===== config.mk =====
export PLATFORM = sky130hd
export DESIGN_NAME = button_conditioner_flat
export DESIGN_NICKNAME = d
export VERILOG_FILES = /design/src/rtl/button_conditioner_if.sv /design/src/rtl/button_conditioner.sv /design/src/flat_wrapper.sv
export SDC_FILE = /design/constraint.sdc
export NUM_CORES = 1
export LEC_CHECK = 0
export ABC_AREA = 1
export BUFFER_PORTS_ARGS = -buffer_cell sky130_fd_sc_hd__buf_2
export CAP_MARGIN = 20
export CORE_MARGIN = 1.5
export CORE_UTILIZATION = 56
export DETAILED_ROUTE_END_ITERATION = 16
export PLACE_DENSITY = 0.76
export SLEW_MARGIN = 20
export SYNTH_ARGS = -nofsm -noshare
export SYNTH_HDL_FRONTEND = slang
export SYNTH_SLANG_ARGS = --single-unit
export TNS_END_PERCENT = 50

===== constraint.sdc =====
create_clock -name clk_25mhz -period 4.5 [get_ports clk_25mhz]
set_input_delay 0.675 -clock clk_25mhz [delete_from_list [all_inputs] [get_ports clk_25mhz]]
set_output_delay 0.675 -clock clk_25mhz [all_outputs]
set_load 0.02 [all_outputs]

===== src/rtl/button_conditioner_if.sv =====
// Button conditioner CPU-side bundle: raw pins in, debounced levels and
// sticky press events out, masked acknowledge back from the CPU.
interface button_conditioner_if #(
    parameter int unsigned NUM_BTN = 7
);
    logic [NUM_BTN-1:0] btn_raw;
    logic [NUM_BTN-1:0] btn_level;
    logic [NUM_BTN-1:0] btn_pressed;
    logic               ack;
    logic [NUM_BTN-1:0] ack_mask;
    logic               irq;

    modport master (
        output btn_raw,
        output ack,
        output ack_mask,
        input  btn_level,
        input  btn_pressed,
        input  irq
    );

    modport slave (
        input  btn_raw,
        input  ack,
        input  ack_mask,
        output btn_level,
        output btn_pressed,
        output irq
    );
endinterface


===== src/rtl/button_conditioner.sv =====
// Push-button input stage: per-button 2-flop synchronizer and debounce FSM,
// sticky press events cleared by masked acknowledge, and a pending-press irq.
module button_conditioner #(
    parameter int unsigned NUM_BTN         = 7,
    parameter int unsigned DEBOUNCE_CYCLES = 250000,
    parameter int unsigned CNT_WIDTH       = 18
) (
    input logic                 clk_25mhz,
    input logic                 reset,
    button_conditioner_if.slave bus
);
    localparam logic [CNT_WIDTH-1:0] CntMax = CNT_WIDTH'(DEBOUNCE_CYCLES - 1);

    typedef enum logic [0:0] {StStable0, StStable1} state_e;

    logic [NUM_BTN-1:0] sync1_q;
    logic [NUM_BTN-1:0] sync2_q;
    logic [NUM_BTN-1:0] level;
    logic [NUM_BTN-1:0] level_d;
    logic [NUM_BTN-1:0] set_evt;
    logic [NUM_BTN-1:0] clr_evt;
    logic [NUM_BTN-1:0] pressed_d;
    logic [NUM_BTN-1:0] pressed_q;
    logic               irq_q;

    always_ff @(posedge clk_25mhz or posedge reset) begin
        if (reset) begin
            sync1_q <= '0;
            sync2_q <= '0;
        end else begin
            sync1_q <= bus.btn_raw;
            sync2_q <= sync1_q;
        end
    end

    for (genvar i = 0; i < NUM_BTN; i++) begin : g_btn
        state_e               state_q;
        state_e               state_d;
        logic [CNT_WIDTH-1:0] cnt_q;
        logic [CNT_WIDTH-1:0] cnt_d;

        always_ff @(posedge clk_25mhz or posedge reset) begin
            if (reset) begin
                state_q <= StStable0;
                cnt_q   <= '0;
            end else begin
                state_q <= state_d;
                cnt_q   <= cnt_d;
            end
        end

        // Counter only advances while the synchronized input disagrees with the
        // accepted level; any agreement restarts it, so it never wraps.
        always_comb begin
            state_d = state_q;
            cnt_d   = '0;
            case (state_q)
                StStable0: begin
                    if (sync2_q[i]) begin
                        if (cnt_q == CntMax) begin
                            state_d = StStable1;
                        end else begin
                            cnt_d = cnt_q + 1'b1;
                        end
                    end
                end
                StStable1: begin
                    if (!sync2_q[i]) begin
                        if (cnt_q == CntMax) begin
                            state_d = StStable0;
                        end else begin
                            cnt_d = cnt_q + 1'b1;
                        end
                    end
                end
                default: state_d = StStable0;
            endcase
        end

        always_comb begin
            level[i]   = (state_q == StStable1);
            level_d[i] = (state_d == StStable1);
        end
    end

    // The set term comes from the next level so the event and irq appear on the
    // same edge as the level; set wins over a coincident clear.
    always_comb begin
        set_evt   = level_d & ~level;
        clr_evt   = bus.ack_mask & {NUM_BTN{bus.ack}};
        pressed_d = set_evt | (pressed_q & ~clr_evt);
    end

    always_ff @(posedge clk_25mhz or posedge reset) begin
        if (reset) begin
            pressed_q <= '0;
            irq_q     <= 1'b0;
        end else begin
            pressed_q <= pressed_d;
            irq_q     <= |pressed_d;
        end
    end

    assign bus.btn_level   = level;
    assign bus.btn_pressed = pressed_q;
    assign bus.irq         = irq_q;
endmodule

===== src/flat_wrapper.sv =====
// flat-port wrapper written by rule: the top's interface ports become plain ports
module button_conditioner_flat 
#(
    parameter int unsigned NUM_BTN         = 7,
    parameter int unsigned DEBOUNCE_CYCLES = 250000,
    parameter int unsigned CNT_WIDTH       = 18
)
  (clk_25mhz, reset, bus_btn_raw, bus_ack, bus_ack_mask, bus_btn_level, bus_btn_pressed, bus_irq);
  button_conditioner_if #(.NUM_BTN(NUM_BTN)) bus_i ();
  input logic clk_25mhz;
  input logic reset;
  input wire logic [$bits(bus_i.btn_raw)-1:0] bus_btn_raw;
  input wire logic [$bits(bus_i.ack)-1:0] bus_ack;
  input wire logic [$bits(bus_i.ack_mask)-1:0] bus_ack_mask;
  output wire logic [$bits(bus_i.btn_level)-1:0] bus_btn_level;
  output wire logic [$bits(bus_i.btn_pressed)-1:0] bus_btn_pressed;
  output wire logic [$bits(bus_i.irq)-1:0] bus_irq;
  assign bus_i.btn_raw = bus_btn_raw;
  assign bus_i.ack = bus_ack;
  assign bus_i.ack_mask = bus_ack_mask;
  assign bus_btn_level = bus_i.btn_level;
  assign bus_btn_pressed = bus_i.btn_pressed;
  assign bus_irq = bus_i.irq;
  button_conditioner #(.NUM_BTN(NUM_BTN), .DEBOUNCE_CYCLES(DEBOUNCE_CYCLES), .CNT_WIDTH(CNT_WIDTH)) u_core (.clk_25mhz(clk_25mhz), .reset(reset), .bus(bus_i));
endmodule

==> impl_results.html, run 1 <==
<table>
<tr><th>Metric</th><th>Value</th></tr>
<tr><th colspan="2">Detailed routing</th></tr>
<tr><td>Detailed-route vias per instance</td><td>approximately 5</td></tr>
<tr><td>Detailed-route wire length per cell</td><td>approximately 12 µm</td></tr>
<tr><td>Remaining DRCs</td><td>0</td></tr>
<tr><td>Total number of vias</td><td>5736</td></tr>
<tr><td>ANT nets after route</td><td>0</td></tr>
<tr><td>Number of DRC markers after the initial detailed-route iteration</td><td>between 300 and 400</td></tr>
<tr><td>Total routed wirelength</td><td>~14 mm</td></tr>
<tr><td>First drt pass iteration count</td><td>5</td></tr>
<tr><th colspan="2">CTS</th></tr>
<tr><td>Post-cts repair resize count</td><td>0</td></tr>
<tr><td>Clock latency reported for the late side of the worst-skew pair</td><td>about 0.43 ns</td></tr>
<tr><td>TritonCTS clock tree</td><td>done</td></tr>
<tr><td>Number of buffers added by the clock tree synthesis step</td><td>17</td></tr>
<tr><td>Master cell of the clock root buffer</td><td>sky130_fd_sc_hd__clkbuf_16</td></tr>
<tr><td>Num Clock Sinks</td><td>between 150 and 200</td></tr>
<tr><td>H-tree lvl count</td><td>4</td></tr>
<tr><td>Longest Clk Path Bufs</td><td>2</td></tr>
<tr><td>Setup bufs post-CTS</td><td>0</td></tr>
<tr><td>Reg clk slew, reported paths</td><td>~0.060 ns</td></tr>
<tr><td>Hold buffer count at cts</td><td>0</td></tr>
<tr><th colspan="2">STA</th></tr>
<tr><td>Final setup violation count</td><td>0</td></tr>
<tr><td>Final number of max-transition violations</td><td>0</td></tr>
<tr><td>Slew margin rel.</td><td>58.80%</td></tr>
<tr><td>Final period utilization</td><td>approximately 39%</td></tr>
<tr><td>Tmin final</td><td>roughly 1.7 ns</td></tr>
<tr><td>Number of endpoints with negative hold slack in the final report</td><td>0</td></tr>
<tr><td>Sum of negative setup slack</td><td>0 ns</td></tr>
<tr><td>Maximum clock frequency</td><td>between 500 and 600 MHz</td></tr>
<tr><td>Unrepaired setup endpoints after global routing</td><td>false</td></tr>
<tr><td>Clock tree skew after final layout</td><td>0.006609 ns</td></tr>
<tr><td>Least-Margin Pin Slew</td><td>0.6166 ns</td></tr>
<tr><th colspan="2">Finish</th></tr>
<tr><td>Commonest cells after routing, fill and taps aside</td><td>170 x sky130_fd_sc_hd__nand2_1, 157 x sky130_fd_sc_hd__nor2_1, 155 x sky130_fd_sc_hd__dfrtp_1</td></tr>
<tr><td>P&amp;R area growth vs syn</td><td>12.34%</td></tr>
<tr><td>Finished Core Util</td><td>approximately 65%</td></tr>
<tr><td>Fill count</td><td>between 1000 and 1500</td></tr>
<tr><td>Number of antenna diodes</td><td>0</td></tr>
<tr><td>Commonest non-fill, non-tap cell in the layout</td><td>sky130_fd_sc_hd__nand2_1</td></tr>
<tr><td>Share of layout cells above drive strength 1</td><td>around 16%</td></tr>
<tr><td>Number of nets at the end of the flow</td><td>965</td></tr>
<tr><th colspan="2">Status</th></tr>
<tr><td>Result of the run</td><td>completed</td></tr>
<tr><th colspan="2">Yosys</th></tr>
<tr><td>Sequential share of the synthesized area</td><td>approximately half</td></tr>
<tr><td>Number of register bits inferred by synthesis</td><td>between 150 and 200</td></tr>
<tr><td>Share of async-settable or async-resettable flops after synthesis</td><td>100.0%</td></tr>
<tr><td>Distinct cell type count of the synthesized netlist</td><td>32</td></tr>
<tr><td>Top cells by area, synth</td><td>sky130_fd_sc_hd__dfrtp_1 51%, sky130_fd_sc_hd__nand2_1 8.4%, sky130_fd_sc_hd__nor2_1 7.7%</td></tr>
<tr><td>Post-Syn Nets</td><td>roughly 900</td></tr>
<tr><td>EDFF count, synth</td><td>0</td></tr>
<tr><td>Synth warn</td><td>0</td></tr>
<tr><td>Cell area after synthesis</td><td>between 7000 and 8000 µm²</td></tr>
<tr><td>Post-synthesis area per instance</td><td>between 8 and 9 µm²</td></tr>
<tr><td>Synthesized netlist cell count</td><td>901</td></tr>
<tr><td>Area share of the largest cell type after synthesis</td><td>between 50% and 60%</td></tr>
<tr><td>Most used flip-flop cell after synthesis</td><td>sky130_fd_sc_hd__dfrtp_1</td></tr>
<tr><td>Dominant cell type by area after synthesis</td><td>sky130_fd_sc_hd__dfrtp_1</td></tr>
<tr><th colspan="2">GRT</th></tr>
<tr><td>Maximum number of pins on one net before global-route repair</td><td>98</td></tr>
<tr><td>Residual overflow from global routing</td><td>0</td></tr>
<tr><td>Number of global-route vias before repair</td><td>~5600</td></tr>
<tr><td>GRT Resource Usage Total</td><td>21.58%</td></tr>
<tr><td>Number of antenna violations at the first check in global routing</td><td>0</td></tr>
<tr><td>Wire length of the first global-routing pass</td><td>24.60 mm</td></tr>
<tr><th colspan="2">Die</th></tr>
<tr><td>Die outline width</td><td>119.8 µm</td></tr>
<tr><td>Vertical extent of the die</td><td>roughly 120 µm</td></tr>
<tr><td>Die outline area</td><td>between 10000 and 15000 µm²</td></tr>
<tr><td>Placeable core area</td><td>around 13000 µm²</td></tr>
<tr><td>Standard-cell row count</td><td>42</td></tr>
<tr><td>Starting utilization of the core area</td><td>a little under three fifths</td></tr>
<tr><td>Boundary Pins</td><td>32</td></tr>
<tr><th colspan="2">Setup path</th></tr>
<tr><td>Delay of the slowest cell on the worst path</td><td>between 0.4 and 0.5 ns</td></tr>
<tr><td>R2r worst-path depth</td><td>8</td></tr>
<tr><td>Worst reg2reg path startpoint</td><td>u_core.g_btn[3].cnt_q[0]$_DFF_PP0_</td></tr>
<tr><td>Cell-by-cell listing of the critical path</td><td>buf_2</td></tr>
<tr><td>Cell family with most CP delay</td><td>flip-flops</td></tr>
<tr><td>CP endpoint kind</td><td>primary output</td></tr>
<tr><td>CP Data Arrival Time</td><td>~1.1 ns</td></tr>
<tr><td>Sum of buffers and inverters on the critical path</td><td>1</td></tr>
<tr><td>Setup crit start kind</td><td>flop</td></tr>
<tr><td>Endpoint required time on the critical path</td><td>approximately 3.8 ns</td></tr>
<tr><td>Register-to-register setup slack</td><td>approximately 2.9 ns</td></tr>
<tr><td>Setup Crit Path Kind</td><td>flop to primary output</td></tr>
<tr><td>Largest fanout on the critical path</td><td>4</td></tr>
<tr><td>Crit-path slowest cell</td><td>sky130_fd_sc_hd__dfrtp_1</td></tr>
<tr><td>Worst reg2reg path endpoint</td><td>u_core.g_btn[3].cnt_q[7]$_DFF_PP0_</td></tr>
<tr><th colspan="2">Min path</th></tr>
<tr><td>Min-Delay Path Class</td><td>input pin to async pin</td></tr>
<tr><th colspan="2">Placed design</th></tr>
<tr><td>Half-perimeter wire length after detailed placement</td><td>between 9 and 10 mm</td></tr>
<tr><td>Global placement routability congestion</td><td>0.8609</td></tr>
<tr><td>Count of buffers inserted at the top-level ports</td><td>31</td></tr>
<tr><th colspan="2">Run</th></tr>
<tr><td>Number of maximum-capacitance constraint violations</td><td>0</td></tr>
<tr><th colspan="2">Power and ir drop</th></tr>
<tr><td>Leakage power summed over all cells</td><td>roughly 0.0043 µW</td></tr>
<tr><td>Power density over the cells</td><td>about 360 nW/µm²</td></tr>
<tr><td>Largest vdd supply drop</td><td>between 0.3 and 0.4 mV</td></tr>
</table>
## cells by family after synthesis
family	synth area share, %
AND/OR/NAND/NOR	29.73
flip-flops	50.79
buffers and inverters	7.323
AO/OA/AOI/OAI	6.570
XOR/XNOR	3.555
adder cells (fa/ha/maj)	1.147
multiplexers	0.8846
## worst max path at each step
stage                                       startpoint                                  end  slack [ns]  cells past startpoint
floorplan                                        reset  u_core.bus.btn_pressed[0]$_DFF_PP0_        1.87                      1
finish               u_core.g_btn[3].state_q$_DFF_PP0_                     bus_btn_level[3]        2.76                      1
CTS                  u_core.g_btn[6].state_q$_DFF_PP0_                     bus_btn_level[6]        2.75                      1
global route        u_core.g_btn[5].cnt_q[0]$_DFF_PP0_  u_core.g_btn[5].cnt_q[14]$_DFF_PP0_        2.65                      8
detailed placement                               reset  u_core.g_btn[6].cnt_q[13]$_DFF_PP0_        2.82                      3
global placement                                 reset   u_core.g_btn[0].cnt_q[7]$_DFF_PP0_        2.81                      3
## layout make-up
cell class | instances | area (µm²) | area share [%]
sequential | 155 | 3879 | 45.21
inverter | 120 | 454.2 | 5.294
clock buffer | 21 | 480.5 | 5.600
clock inverter | 10 | 163.9 | 1.910
timing repair buffer | 33 | 182.7 | 2.129
tap | 176 | 220.2 | 2.567
multi-input combinational | 614 | 3199 | 37.29
## state kept, by name, summed over array words and instances, names as in the netlist
register / cells
u_core.g_btn.cnt_q: 126
u_core.bus.btn_pressed: 7
u_core.g_btn.state_q: 7
u_core.sync1_q: 7
u_core.bus.irq: 1
u_core.sync2_q: 7
## per-layer routing
layer	GRT usage, %	vias to the layer above	wire length [µm]	share of wire, %
met2	34.59	92	6450	46
li1	-	2938	-	-
met3	4.848	30	543	3.9
met4	9.598	0	330	2.4
met5	0	-	0	0
met1	28.27	2676	6612	47
## worst reg2reg max path: cells and delay by family (launching register included)
kind            cells  cell delay (ns)
simple gates        4             0.46
flops               1             0.41
fa+ha+maj           1             0.26
compound gates      2             0.26
buf+inv             1             0.18
## through the flow
stage	instances	power (µW)	hold WS, ns	instance area, µm²	setup slack, ns
3_3_place_gp	1098	1554	0.3327	7935	2.813
3_5_place_dp	1098	1557	0.3371	7935	2.815
2_1_floorplan	901	1528	0.3312	7641	1.866
6_report	1129	3067	0.3176	8579	2.759
5_1_grt	1129	3172	0.3419	8579	2.651
4_1_cts	1129	3100	0.3245	8579	2.746
## synth_stat cells, types with 7 or more instances
master                    count
sky130_fd_sc_hd__a21oi_1     48
sky130_fd_sc_hd__nand2_1    170
sky130_fd_sc_hd__nand3_1     32
sky130_fd_sc_hd__nand2_2     14
sky130_fd_sc_hd__buf_4        7
sky130_fd_sc_hd__xor2_1      25
sky130_fd_sc_hd__dfrtp_1    155
sky130_fd_sc_hd__nor2_4      11
sky130_fd_sc_hd__nor2_1     157
sky130_fd_sc_hd__ha_1         7
sky130_fd_sc_hd__nand3_2     13
sky130_fd_sc_hd__nor3_1      15
sky130_fd_sc_hd__inv_1      107
sky130_fd_sc_hd__inv_2       13
sky130_fd_sc_hd__nor2_2      21
sky130_fd_sc_hd__o21ai_0     34
sky130_fd_sc_hd__nand4_1     24
## power breakdown
group	switching (µW)	internal, µW
clock	552	984
combinational	69.3	28.0
sequential	17.9	1420
total	639	2430
Power figures use the tool's default switching activity.
==> inputs of run 2 (changes only) <==
CORE_UTILIZATION = 62   (was 56)
PLACE_DENSITY = 0.8   (was 0.76)
clock period = 1.7 ns   (was 4.5 ns; I/O delays follow)
==> run 2 against run 1 <==
Net effect:
- sequential cell count is the same
- worst hold slack worse by 0.21 ns
- largest cell class unchanged
- cell area increased by 2.2%
- critical path depth grew 7
- via count is 0.70% higher
- global-route usage rose by 2.4 points
- combinational power increased to 3.2 times the previous value
- clock power is 130% higher
- die area decreased by 9.4%
- core utilization is 8.5 points higher
==> impl_results.html, run 2 (same netlist as run 1, synthesis figures left out) <==
<table>
<tr><th>Metric</th><th>Value</th></tr>
<tr><th colspan="2">Finish</th></tr>
<tr><td>Commonest cells after routing, fill and taps aside</td><td>169 x sky130_fd_sc_hd__nand2_1, 155 x sky130_fd_sc_hd__dfrtp_1, 152 x sky130_fd_sc_hd__nor2_1</td></tr>
<tr><td>Finished Core Util</td><td>around three quarters</td></tr>
<tr><td>Commonest non-fill, non-tap cell in the layout</td><td>sky130_fd_sc_hd__nand2_1</td></tr>
<tr><td>Register with the highest flop count</td><td>u_core.g_btn.cnt_q</td></tr>
<tr><td>Share of layout cells above drive strength 1</td><td>between 10% and 20%</td></tr>
<tr><td>Number of nets at the end of the flow</td><td>987</td></tr>
<tr><td>P&amp;R area growth vs syn</td><td>14.86%</td></tr>
<tr><td>Number of antenna diodes</td><td>0</td></tr>
<tr><td>Max reg flops</td><td>approximately 130</td></tr>
<tr><th colspan="2">Power and ir drop</th></tr>
<tr><td>Leakage power summed over all cells</td><td>0.004341 µW</td></tr>
<tr><td>P_sw</td><td>around 1700 µW</td></tr>
<tr><td>Clock power frac</td><td>a little under half</td></tr>
<tr><td>Tot Pwr</td><td>between 7000 and 8000 µW</td></tr>
<tr><td>Net switching fraction of the power</td><td>21.77%</td></tr>
<tr><td>Part of the power in combinational logic</td><td>about 4.0%</td></tr>
<tr><td>Power density over the cells</td><td>slightly below 900 nW/µm²</td></tr>
<tr><td>Sequential power share</td><td>between 40% and 50%</td></tr>
<tr><td>Cell internal power dissipation</td><td>between 6000 and 7000 µW</td></tr>
<tr><td>Largest vdd supply drop</td><td>0.7388 mV</td></tr>
<tr><th colspan="2">CTS</th></tr>
<tr><td>Clock latency reported for the late side of the worst-skew pair</td><td>between 0.4 and 0.5 ns</td></tr>
<tr><td>Longest Clk Path Bufs</td><td>2</td></tr>
<tr><td>TritonCTS clock tree</td><td>done</td></tr>
<tr><td>Num Clock Sinks</td><td>~160</td></tr>
<tr><td>Reg clk slew, reported paths</td><td>around 0.06 ns</td></tr>
<tr><td>Master cell of the clock root buffer</td><td>sky130_fd_sc_hd__clkbuf_16</td></tr>
<tr><td>H-tree lvl count</td><td>4</td></tr>
<tr><td>Number of buffers added by the clock tree synthesis step</td><td>17</td></tr>
<tr><th colspan="2">GRT</th></tr>
<tr><td>Number of global-route vias before repair</td><td>between 5000 and 6000</td></tr>
<tr><td>Number of antenna violations at the first check in global routing</td><td>0</td></tr>
<tr><td>GRT Resource Usage Total</td><td>a little under a quarter</td></tr>
<tr><td>Wire length of the first global-routing pass</td><td>about 25 mm</td></tr>
<tr><td>Maximum number of pins on one net before global-route repair</td><td>39</td></tr>
<tr><td>Residual overflow from global routing</td><td>0</td></tr>
<tr><th colspan="2">STA</th></tr>
<tr><td>Number of endpoints with negative hold slack in the final report</td><td>0</td></tr>
<tr><td>Tmin final</td><td>~1.6 ns</td></tr>
<tr><td>Final number of max-transition violations</td><td>0</td></tr>
<tr><td>Final period utilization</td><td>between 90% and 100%</td></tr>
<tr><td>Setup slack of the critical path after layout</td><td>0.1435 ns</td></tr>
<tr><td>Slew margin rel.</td><td>a little over 60%</td></tr>
<tr><td>Least-Margin Pin Slew</td><td>around 0.57 ns</td></tr>
<tr><td>Final setup violation count</td><td>0</td></tr>
<tr><td>Maximum clock frequency</td><td>642.5 MHz</td></tr>
<tr><td>Clock tree skew after final layout</td><td>approximately 0.0075 ns</td></tr>
<tr><th colspan="2">Placed design</th></tr>
<tr><td>Half-perimeter wire length after detailed placement</td><td>between 9 and 10 mm</td></tr>
<tr><td>Count of buffers inserted at the top-level ports</td><td>31</td></tr>
<tr><td>Global placement routability congestion</td><td>just under 0.9</td></tr>
<tr><td>Place WS</td><td>roughly 0.11 ns</td></tr>
<tr><th colspan="2">Setup path</th></tr>
<tr><td>Endpoint required time on the critical path</td><td>around 2.0 ns</td></tr>
<tr><td>Setup crit start kind</td><td>flop</td></tr>
<tr><td>Largest fanout on the critical path</td><td>12</td></tr>
<tr><td>Setup Crit Path Kind</td><td>flop to flop</td></tr>
<tr><td>CP endpoint kind</td><td>flop</td></tr>
<tr><td>Register-to-register setup slack</td><td>0.14 ns</td></tr>
<tr><td>CP Data Arrival Time</td><td>around 1.9 ns</td></tr>
<tr><th colspan="2">Run</th></tr>
<tr><td>Number of maximum-capacitance constraint violations</td><td>0</td></tr>
<tr><th colspan="2">Detailed routing</th></tr>
<tr><td>Total routed wirelength</td><td>~14 mm</td></tr>
<tr><td>Detailed-route vias per instance</td><td>5.143</td></tr>
<tr><td>Number of DRC markers after the initial detailed-route iteration</td><td>399</td></tr>
<tr><td>First drt pass iteration count</td><td>5</td></tr>
<tr><td>ANT nets after route</td><td>0</td></tr>
<tr><td>Detailed-route wire length per cell</td><td>~13 µm</td></tr>
<tr><td>Total number of vias</td><td>just under 6000</td></tr>
<tr><td>Remaining DRCs</td><td>0</td></tr>
<tr><th colspan="2">Die</th></tr>
<tr><td>Standard-cell row count</td><td>40</td></tr>
<tr><td>Placeable core area</td><td>approximately 12000 µm²</td></tr>
<tr><td>Die outline width</td><td>between 100 and 150 µm</td></tr>
<tr><td>Vertical extent of the die</td><td>about 110 µm</td></tr>
<tr><td>Boundary Pins</td><td>32</td></tr>
<tr><td>Starting utilization of the core area</td><td>between 60 and 70%</td></tr>
<tr><td>Die outline area</td><td>between 10000 and 15000 µm²</td></tr>
<tr><th colspan="2">Status</th></tr>
<tr><td>Result of the run</td><td>completed</td></tr>
<tr><th colspan="2">Min path</th></tr>
<tr><td>Min-Delay Path Class</td><td>input pin to flop</td></tr>
</table>
==> run 2: cell types whose count changed in the layout (fill, tap and decap cells not counted), sizes merged <==
cell         previous run  this run
buf                    33        47
dlygate4sd3             0         8
bufinv                  4         1
inv                   119       121
clkbuf                 21        22
clkinvlp                2         3
==> run 2: area by class of cell <==
class | instances | area [µm²]
flip-flops and latches | 155 | 3879
multi-input cells | 614 | 3253
fillers | 891 | 3239
clock buffers | 22 | 484.2
inverters | 120 | 466.7
repair buffers | 55 | 417.9
well taps | 147 | 183.9
clock inverters | 10 | 87.58
==> run 2: final timing paths <==
kind                                                     from                                  end  cells after the start
max                        u_core.g_btn[4].cnt_q[0]$_DFF_PP0_  u_core.g_btn[4].cnt_q[11]$_DFF_PP0_                      8
min                                           bus_ack_mask[4]  u_core.bus.btn_pressed[4]$_DFF_PP0_                      4
max reg2reg                u_core.g_btn[4].cnt_q[0]$_DFF_PP0_  u_core.g_btn[4].cnt_q[11]$_DFF_PP0_                      8
min reg2reg                       u_core.sync1_q[1]$_DFF_PP0_          u_core.sync2_q[1]$_DFF_PP0_                      0
max in group asynchronous                               reset  u_core.g_btn[0].cnt_q[11]$_DFF_PP0_                      4
min in group asynchronous                               reset  u_core.g_btn[2].cnt_q[15]$_DFF_PP0_                      3
==> run 2: stage by stage <==
stage / cells / hold slack, ns / cell area (µm²) / setup TNS [ns]
CTS: 1120 / 0.09803 / 8683 / 0
finish: 1123 / 0.1116 / 8772 / 0
global route: 1123 / 0.1145 / 8772 / -0.01370
floorplan: 901 / 0.2864 / 7641 / -79.66
global placement: 1080 / 0.3328 / 8031 / 0
detailed placement: 1080 / 0.3364 / 8031 / 0
==> run 2: power by group through the flow <==
stage / sequential (µW) / clock (µW) / combinational, µW
final: 3800 / 3600 / 308
after global routing: 3800 / 3830 / 360
after CTS: 3800 / 3660 / 306
after detailed placement: 3860 / 0 / 292
after global placement: 3860 / 0 / 286
after floorplan: 3850 / 0 / 193
==> run 2: what timing repair did <==
action | in CTS | in global routing
hold endpoints to repair | 22 | 0
gates resized for setup | 0 | 24
endpoints found under the setup margin | 0 | 27
buffers inserted | 0 | 3
hold buffers | 8 | 0
==> run 2: layer usage <==
metal / track usage [%] / share of wire (%) / wire length [µm] / vias up
met4: 7.750 / 1.9 / 276 / 0
met5: 0 / 0 / 0 / -
li1: - / - / - / 2975
met1: 32.45 / 48 / 6804 / 2678
met2: 38.47 / 46 / 6630 / 97
met3: 5.792 / 4.2 / 602 / 26
==> run 2: worst max-delay path, cell delays in order, from the launching register on <==
cell	delay, ns
sky130_fd_sc_hd__dfrtp_1	0.39
sky130_fd_sc_hd__ha_1	0.23
sky130_fd_sc_hd__nand3_1	0.13
sky130_fd_sc_hd__nor2_2	0.18
sky130_fd_sc_hd__nand2_1	0.14
sky130_fd_sc_hd__nand2_4	0.13
sky130_fd_sc_hd__inv_4	0.08
sky130_fd_sc_hd__o21ai_1	0.09
sky130_fd_sc_hd__a21oi_1	0.06
